==> config.mk <==
export PLATFORM = sky130hd
export DESIGN_NAME = uart_tx_arbiter
export DESIGN_NICKNAME = d
export VERILOG_FILES = /design/src/rtl/uart_tx_arbiter.sv
export SDC_FILE = /design/constraint.sdc
export NUM_CORES = 1
export LEC_CHECK = 0
export ABC_AREA = 1
export CORE_ASPECT_RATIO = 1.2
export CORE_MARGIN = 2
export CORE_UTILIZATION = 52
export DETAILED_ROUTE_END_ITERATION = 10
export PLACE_DENSITY = 0.91
export SLEW_MARGIN = 20
export SYNTH_ARGS = -nofsm -noshare
export SYNTH_HDL_FRONTEND = slang
export SYNTH_SLANG_ARGS = --single-unit
==> constraint.sdc <==
create_clock -name clk -period 2 [get_ports clk]
set_clock_uncertainty 0.1 [all_clocks]
set_input_delay 0.6 -clock clk [delete_from_list [all_inputs] [get_ports clk]]
set_output_delay 0.6 -clock clk [all_outputs]
set_load 0.05 [all_outputs]
==> src/rtl/uart_tx_arbiter.sv <==
// rtl/uart_tx_arbiter.sv - two-requester, message-granular arbiter in front of a UART transmitter
// Round-robin between requesters at message boundaries, one byte in flight, per-byte watchdog.
module uart_tx_arbiter #(
    parameter int TIMEOUT_CYC = 20000
) (
    input  logic       clk,
    input  logic       rst_n,
    input  logic       req0_valid,
    input  logic [7:0] req0_data,
    input  logic       req0_last,
    output logic       req0_ready,
    input  logic       req1_valid,
    input  logic [7:0] req1_data,
    input  logic       req1_last,
    output logic       req1_ready,
    output logic       txd_en,
    output logic [7:0] txd_data,
    input  logic       txd_flag,
    output logic [1:0] grant,
    output logic       busy,
    output logic       timeout_err
);

    localparam int              WD_W     = (TIMEOUT_CYC > 1) ? $clog2(TIMEOUT_CYC) : 1;
    localparam logic [WD_W-1:0] WD_LIMIT = WD_W'(TIMEOUT_CYC - 1);
    localparam logic [WD_W-1:0] WD_MAX   = '1;

    typedef enum logic [1:0] {
        S_IDLE,
        S_LOAD,
        S_WAIT,
        S_HOLD
    } state_t;

    state_t          state_q, state_d;
    logic [1:0]      grant_q, grant_d;
    logic [7:0]      data_q, data_d;
    logic            last_q, last_d;
    logic            ptr_q, ptr_d;      // 1: req1 was served last
    logic [WD_W-1:0] wd_q, wd_d;
    logic            timeout_q, timeout_d;

    logic            pick1;
    logic            own_valid;
    logic [7:0]      own_data;
    logic            own_last;
    logic            wd_expired;

    assign own_valid  = grant_q[1] ? req1_valid : req0_valid;
    assign own_data   = grant_q[1] ? req1_data  : req0_data;
    assign own_last   = grant_q[1] ? req1_last  : req0_last;
    assign wd_expired = (wd_q == WD_LIMIT);

    always_ff @(posedge clk or negedge rst_n) begin
        if (!rst_n) begin
            state_q   <= S_IDLE;
            grant_q   <= 2'b00;
            data_q    <= 8'h00;
            last_q    <= 1'b0;
            ptr_q     <= 1'b1;
            wd_q      <= '0;
            timeout_q <= 1'b0;
        end else begin
            state_q   <= state_d;
            grant_q   <= grant_d;
            data_q    <= data_d;
            last_q    <= last_d;
            ptr_q     <= ptr_d;
            wd_q      <= wd_d;
            timeout_q <= timeout_d;
        end
    end

    always_comb begin
        state_d   = state_q;
        grant_d   = grant_q;
        data_d    = data_q;
        last_d    = last_q;
        ptr_d     = ptr_q;
        wd_d      = wd_q;
        timeout_d = 1'b0;
        pick1     = req1_valid && (!req0_valid || !ptr_q);

        case (state_q)
            S_IDLE: begin
                wd_d = '0;
                if (req0_valid || req1_valid) begin
                    // Byte and last flag are latched here so txd_data is a clean register in LOAD.
                    grant_d = pick1 ? 2'b10 : 2'b01;
                    data_d  = pick1 ? req1_data : req0_data;
                    last_d  = pick1 ? req1_last : req0_last;
                    state_d = S_LOAD;
                end
            end
            S_LOAD: begin
                wd_d    = '0;
                state_d = S_WAIT;
            end
            S_WAIT: begin
                if (txd_flag) begin
                    if (last_q) begin
                        state_d = S_IDLE;
                        grant_d = 2'b00;
                        ptr_d   = grant_q[1];
                    end else begin
                        state_d = S_HOLD;
                        wd_d    = '0;
                    end
                end else if (wd_expired) begin
                    timeout_d = 1'b1;
                    state_d   = S_IDLE;
                    grant_d   = 2'b00;
                    ptr_d     = grant_q[1];
                end else if (wd_q != WD_MAX) begin
                    wd_d = wd_q + WD_W'(1);
                end
            end
            S_HOLD: begin
                if (own_valid) begin
                    data_d  = own_data;
                    last_d  = own_last;
                    state_d = S_LOAD;
                end else if (wd_expired) begin
                    timeout_d = 1'b1;
                    state_d   = S_IDLE;
                    grant_d   = 2'b00;
                    ptr_d     = grant_q[1];
                end else if (wd_q != WD_MAX) begin
                    wd_d = wd_q + WD_W'(1);
                end
            end
            default: begin
                state_d = S_IDLE;
                grant_d = 2'b00;
            end
        endcase
    end

    assign txd_en      = (state_q == S_LOAD);
    assign txd_data    = data_q;
    assign req0_ready  = txd_en & grant_q[0];
    assign req1_ready  = txd_en & grant_q[1];
    assign grant       = grant_q;
    assign busy        = (state_q != S_IDLE);
    assign timeout_err = timeout_q;

endmodule

; Yosys cells after proc, flatten, opt, wreduce, memory -nomap -nowiden
; Cells that the tools add are included.
[totals]
register_bits = 30
output_inout_bits = 15
[op_classes]
n_addsub = 1
n_eq_ne = 10
mux = 39
n_bitwise = 2
reduce_logical = 15
[ops]
columns = cell, n
row1 = 15-bit 2-to-1 mux, 5
row2 = 15-bit one-hot mux with 3 select lines, 1
row3 = 8-bit 2-to-1 mux, 4
row4 = 2-bit 2-to-1 mux, 11
row5 = 8-bit one-hot mux with 2 select lines, 1
row6 = 15-bit by 1-bit adder with 15-bit output (second input constant), 1
row7 = 15-bit equality test (second input constant), 1
row8 = 15-bit inequality test (second input constant), 1
row9 = 1-bit 2-to-1 mux, 12
row10 = 2-bit one-hot mux with 4 select lines, 1
row11 = 2-bit inequality test (second input constant), 3
row12 = 3-bit inequality test (second input constant), 2
row13 = 1-bit one-hot mux with 2 select lines, 3
row14 = 2-bit one-hot mux with 3 select lines, 1
row15 = 3-bit AND reduction, 2
row16 = 2-bit nonzero test, 3
row17 = 2-bit equality test (second input constant), 2
row18 = 4-bit AND reduction, 1
row19 = 3-bit nonzero test, 1
row20 = 1-bit AND, 2
row21 = 2-bit by 1-bit equality test with 1-bit output (second input constant), 1
row22 = 1-bit logical NOT, 2
row23 = 2-bit logical NOT, 1
row24 = 1-bit logical OR, 2
row25 = other kinds (3), 3

; Longest topological paths before layout
; Gate-level depths: netlist (run 1).
[depth]
word_depth = 6
depth_mapped = 11
mapped_depth_nobuf = 11

; Least setup slack after synthesis (run 1)
; OpenSTA, ideal clock, no wires.
[synth_path]
kind = reg2out
startpoint = register grant_q[1], in the netlist grant[1]
endpoint = output port req1_ready
arrival_time_ns = 1.624
t_required_ns = 1.300
path_slack_ns = -0.324
path_stages_with_launch = 4
cell_sequence = dfrtp_1 inv_1 clkbuf_1 nor2_1
[synth_via]
elab_chain_cells = 1
[synth_lines]
columns = item, line
row1 = "start, declared", 36  ; logic [1:0] grant_q, grant_d;
row2 = "start signal, assigned", 65  ; grant_q <= grant_d;
row3 = 1-bit AND, 142  ; assign req1_ready = txd_en & grant_q[1];
row4 = "end, declared", 15  ; output logic req1_ready,
; No other way between the ends.

; Worst setup path in the final report (run 1)
[layout_path]
startpoint = register state_q[0]
endpoint = output port txd_en
[layout_via]
elab_chain_cells = 1
[layout_lines]
columns = item, line
row1 = "start, declared", 35  ; state_t state_q, state_d;
row2 = "start signal, assigned", 64  ; state_q <= state_d;
row3 = 2-bit by 1-bit equality test with 1-bit output, 139  ; assign txd_en = (state_q == S_LOAD);
row4 = "end, declared", 16  ; output logic txd_en,
; No other way between the ends.

==> impl_metrics.env, run 1 <==
export IMPL_worstPathArrival_ns=1.24
export IMPL_status="finished clean"
export IMPL_coreArea_um2=3690
export IMPL_grt_pass1_vias=1992
export IMPL_drt_pass1_iterations=5
export IMPL_rows=24
export IMPL_io_pins=38
export IMPL_cts_hold_fix_buffers=0
export IMPL_hp_class="reg2reg"
export IMPL_power_leakage_uw=0.00119
export IMPL_viasPerCell=5.22
export IMPL_dieArea_um2=4410
export IMPL_syn_inst=288
export IMPL_clk_pin_slew_ns=0.06
export IMPL_fmax_ghz=0.516
export IMPL_critPathMaxFanout=5
export IMPL_n_antenna_cell=0
export IMPL_die_h_um=72.3
export IMPL_max_slew_margin=0.739
export IMPL_clockBufferDepth=2
export IMPL_cts_tree="yes"
export IMPL_yosysWarnings=0
export IMPL_cts_buffers=5
export IMPL_io_buffer_count=37
export IMPL_fin_ws_ns=0.0616
export IMPL_wire_per_inst_um=12.3
export IMPL_clock_latency_ns=0.28
export IMPL_final_hold_viol_count=0
export IMPL_p_per_area_nw_per_um2=1320
export IMPL_synth_edf_count=0
export IMPL_route_detailed_drc=0
export IMPL_die_width_um=60.9
export IMPL_cts_sinks=30
export IMPL_dpl_worst_slack_ns=-0.135
export IMPL_syn_area_um2=2020
export IMPL_yosysMostFrequentCell="nand2_1"
export IMPL_total_power_uw=3520
export IMPL_start_kind="register"
export IMPL_dr_total_vias=2045
export IMPL_antenna_found_initial=0
export IMPL_fin_crit_sh=0.969
export IMPL_drt_wl_total_mm=4.83
export IMPL_setup_violations=0
export IMPL_ant_nets=0
export IMPL_layout_nets=363
export IMPL_grt_overflow=0
export IMPL_cp_required_ns=1.30
export IMPL_synth_cell_types=31
export IMPL_ys_seq_elements=30
export IMPL_whs_ns=0.400
export IMPL_cts_setup_buffers=0
export IMPL_grt_max_degree=31
export IMPL_max_cap_viol_count=0
export IMPL_drv_slew=0
export IMPL_period_minus_slack_ns=1.94
export IMPL_track_usage=0.246
export IMPL_synth_area_leaders="dfrtp_1 (36%), nand2_1 (11%), nor2_1 (8.9%)"
export IMPL_htree_levels=2
export IMPL_synth_area_leader_cell="dfrtp_1"
export IMPL_syn_nets=312
export IMPL_finalInstanceArea_um2=2660
export IMPL_yosys_area_top_type_share=0.359
export IMPL_synthToLayoutAreaGrowth_pct=31.3
export IMPL_drt_initial_drc_count=126
export IMPL_rsz0062_at_grt="no"
export IMPL_synth_flop_cell="dfrtp_1"
export IMPL_syn_area_per_cell_um2=7.02
export IMPL_yosys_top_cells_count="nand2_1 (60), nor2_1 (48), dfrtp_1 (29), inv_1 (29), a21oi_1 (24)"
export IMPL_synth_seq_area_share=0.372
export IMPL_cts_root_buf="clkbuf_8"
export IMPL_drive_gt1_frac=0.203
export IMPL_grt_pass1_wl_mm=8.19
export IMPL_hpwl_mm=3.72
export IMPL_start_util=0.547
export IMPL_tightest_slew_ns=0.388
export IMPL_placed_area_um2=2570
export IMPL_ir_worst_vdd_v=0.00106
export IMPL_path_class="reg2out"
export IMPL_async_flop_share=1.00
export IMPL_gp_congestion=0.884
export IMPL_end_kind="output port"
## placed cells by master, fill, tap and decap left out
cell type and n:
a21oi_1 24, a22oi_1 1, a31oi_1 9, buf_12 6
buf_4 22, clkbuf_1 3, clkbuf_8 5, clkdlybuf4s50_1 22
clkinv_4 1, clkinv_8 1, dfrtp_1 29, dfstp_2 1
ha_1 1, inv_1 28, inv_2 6, inv_4 1
inv_6 1, nand2_1 59, nand2_2 5, nand2_4 2
nand2_8 1, nand3_1 15, nand3_4 1, nand3b_1 1
nand4_1 5, nand4_4 1, nor2_1 46, nor2_2 8
nor2_4 6, nor3_1 5, nor3_2 1, o21ai_0 22
o21ai_1 1
## critical path: stages (launching register included)
cell and delay (ns):
dfrtp_1 0.50, nand2_2 0.17, inv_1 0.14, buf_12 0.15
## where the power goes
part	switching [µW]	internal [µW]	leakage [µW]
combinational	1350	769	0.000768
sequential	146	783	0.000378
clock	224	247	0.0000395
total	1720	1800	0.00119
## layer usage
layer	share of wire	routed length [µm]	track usage
met5	0	0	0
met1	0.39	1910	0.288
met2	0.51	2480	0.412
met3	0.058	282	0.0624
met4	0.033	159	0.116
## path summary, 6_finish.rpt
| check | start | to | slack (ns) | cells after the start |
|---|---|---|---|---|
| worst min-delay path | grant[0] | grant[0] | 0.40 | 2 |
| max in group asynchronous | rst_n | ptr_q | 0.87 | 2 |
| min in group asynchronous | rst_n | wd_q[8] | 0.61 | 2 |
| worst min register to register | grant[0] | grant[0] | 0.40 | 2 |
| worst max-delay path | state_q[0] | txd_en | 0.06 | 3 |
| worst max register to register | wd_q[0] | grant[1] | 0.21 | 8 |
## cell type report
cell class	count	area, µm²
inverters	38	168
multi-input cells	214	1080
flip-flops and latches	30	752
repair buffers	50	505
clock buffers	8	80.1
well taps	52	65.1
fillers	287	1040
## registers in the layout (all words and copies together), names as in the netlist
signal,count
grant,2
wd_q,15
ptr_q,1
timeout_err,1
txd_data,8
state_q,2
last_q,1
## stage by stage
stage,std cells,setup TNS [ns],util
finish,392,0,0.719
global route,392,0,0.719
CTS,392,0,0.717
detailed placement,384,-1.81,0.695
global placement,384,-0.755,0.695
floorplan,288,0,-
## cells by family after synthesis
kind of cell,after synthesis,synth area share
simple gates,156,0.374
compound gates,57,0.148
buf+inv,44,0.100
flops,30,0.372
fa+ha+maj,1,0.00619
## timing repair
item / CTS / global route
cloned: 0 / 0
endpoints found under the setup margin: 3 / 2
gates resized for setup: 2 / 2
Note: power is estimated with default switching activity, not from simulation.
==> run 2: changes to the inputs <==
Settings changed: CORE_UTILIZATION 52 to 48, PLACE_DENSITY 0.91 to 0.85.
==> impl_metrics.env, run 2 (synthesis gave the netlist of run 1 again) <==
export IMPL_status="finished clean"
export IMPL_antenna_found_initial=0
export IMPL_grt_pass1_vias=1908
export IMPL_clock_latency_ns=0.29
export IMPL_drive_gt1_frac=0.212
export IMPL_largest_register="wd_q"
export IMPL_die_h_um=75.1
export IMPL_coreArea_um2=4000
export IMPL_grt_max_degree=31
export IMPL_fin_crit_sh=0.973
export IMPL_tightest_slew_ns=0.306
export IMPL_power_leakage_uw=0.00122
export IMPL_nFillCells=358
export IMPL_final_core_util=0.675
export IMPL_layout_nets=363
export IMPL_cts_buffers=5
export IMPL_gp_congestion=0.882
export IMPL_cts_root_buf="clkbuf_8"
export IMPL_start_util=0.505
export IMPL_setup_violations=0
export IMPL_n_antenna_cell=0
export IMPL_viasPerCell=5.17
export IMPL_drv_slew=0
export IMPL_die_width_um=63.2
export IMPL_final_cells=394
export IMPL_rsz0062_at_grt="no"
export IMPL_max_cap_viol_count=0
export IMPL_io_pins=38
export IMPL_hp_class="reg2reg"
export IMPL_clk_pin_slew_ns=0.06
export IMPL_fmax_ghz=0.514
export IMPL_worst_path_max_delay_cell="dfrtp_1"
export IMPL_ir_worst_vdd_v=0.000875
export IMPL_max_slew_margin=0.794
export IMPL_max_stage_delay_ns=0.44
export IMPL_track_usage=0.220
export IMPL_p_per_area_nw_per_um2=1330
export IMPL_final_cell_mix="nand2_1 (59), nor2_1 (46), dfrtp_1 (29)"
export IMPL_largest_reg_flops=15
export IMPL_clockBufferDepth=2
export IMPL_critPathMaxFanout=5
export IMPL_ant_nets=0
export IMPL_drt_wl_total_mm=4.75
export IMPL_placed_cells=386
export IMPL_htree_levels=2
export IMPL_start_kind="register"
export IMPL_wire_per_inst_um=12.1
export IMPL_hpwl_mm=3.59
export IMPL_regArea_um2=752
export IMPL_rows=25
export IMPL_worstPathArrival_ns=1.25
export IMPL_cts_sinks=30
export IMPL_grt_pass1_wl_mm=8.34
export IMPL_crit_chain="inv_2 > nand2_2 > nor2_2 > buf_12"
export IMPL_cts_hold_fix_buffers=0
export IMPL_grt_overflow=0
export IMPL_dieArea_um2=4750
export IMPL_end_kind="output port"
export IMPL_synthToLayoutAreaGrowth_pct=33.7
export IMPL_period_minus_slack_ns=1.95
export IMPL_mostFrequentLayoutCell="nand2_1"
export IMPL_cp_required_ns=1.30
export IMPL_whs_ns=0.398
export IMPL_final_hold_viol_count=0
export IMPL_dr_total_vias=2036
export IMPL_multi_input_area_um2=1080
export IMPL_cts_tree="yes"
export IMPL_io_buffer_count=37
export IMPL_route_detailed_drc=0
export IMPL_path_class="reg2out"
export IMPL_drt_pass1_iterations=4
export IMPL_drt_initial_drc_count=59
==> run 2: report_power, final <==
group | internal (µW) | switching [µW] | total, µW
Clock | 347 | 234 | 581
Combinational | 761 | 1330 | 2090
Sequential | 782 | 146 | 928
==> run 2: cell type report <==
cell class,instances,share of cell area
Tap cell,54,0.0250
Multi-Input combinational cell,214,0.401
Timing Repair Buffer,50,0.193
Sequential cell,30,0.278
Clock buffer,8,0.0407
Inverter,38,0.0620
==> run 2: metal layers <==
metal,global-route usage,vias to the layer above,part of all wire
met1,0.261,948,0.42
met3,0.0419,5,0.049
li1,-,1035,-
met2,0.414,48,0.52
met5,0,-,0
met4,0.0580,0,0.010
==> run 2: critical path: cells and delay by family, from the launching register on <==
| family | cells | cell delay [ns] |
|---|---|---|
| simple gates | 2 | 0.25 |
| flops | 1 | 0.44 |
| buf+inv | 2 | 0.27 |
==> run 2: path summary, 6_finish.rpt <==
| path | startpoint | end | slack [ns] | cells past startpoint |
|---|---|---|---|---|
| min in group asynchronous | rst_n | wd_q[11] | 0.59 | 2 |
| hold reg to reg | ptr_q | ptr_q | 0.40 | 2 |
| max in group asynchronous | rst_n | ptr_q | 0.98 | 2 |
| setup reg to reg | wd_q[0] | wd_q[8] | 0.19 | 9 |
| setup / recovery | state_q[1] | req0_ready | 0.05 | 4 |
| hold / removal | ptr_q | ptr_q | 0.40 | 2 |
==> run 2: timing repair <==
action	in CTS	in global routing
endpoints found under the setup margin	3	2
buffers inserted	0	0
gates resized for setup	2	2
==> run 2: metrics by stage <==
| step | area (µm²) | total power (µW) | TNS (ns) | setup slack [ns] |
|---|---|---|---|---|
| after floorplan | 2030 | 2360 | 0 | 0.0221 |
| after global placement | 2580 | 2960 | -0.813 | -0.103 |
| after detailed placement | 2580 | 3010 | -2.00 | -0.153 |
| after CTS | 2700 | 3600 | 0 | 0.0488 |
| after global routing | 2700 | 3870 | 0 | 0.00704 |
| final | 2700 | 3600 | 0 | 0.0534 |
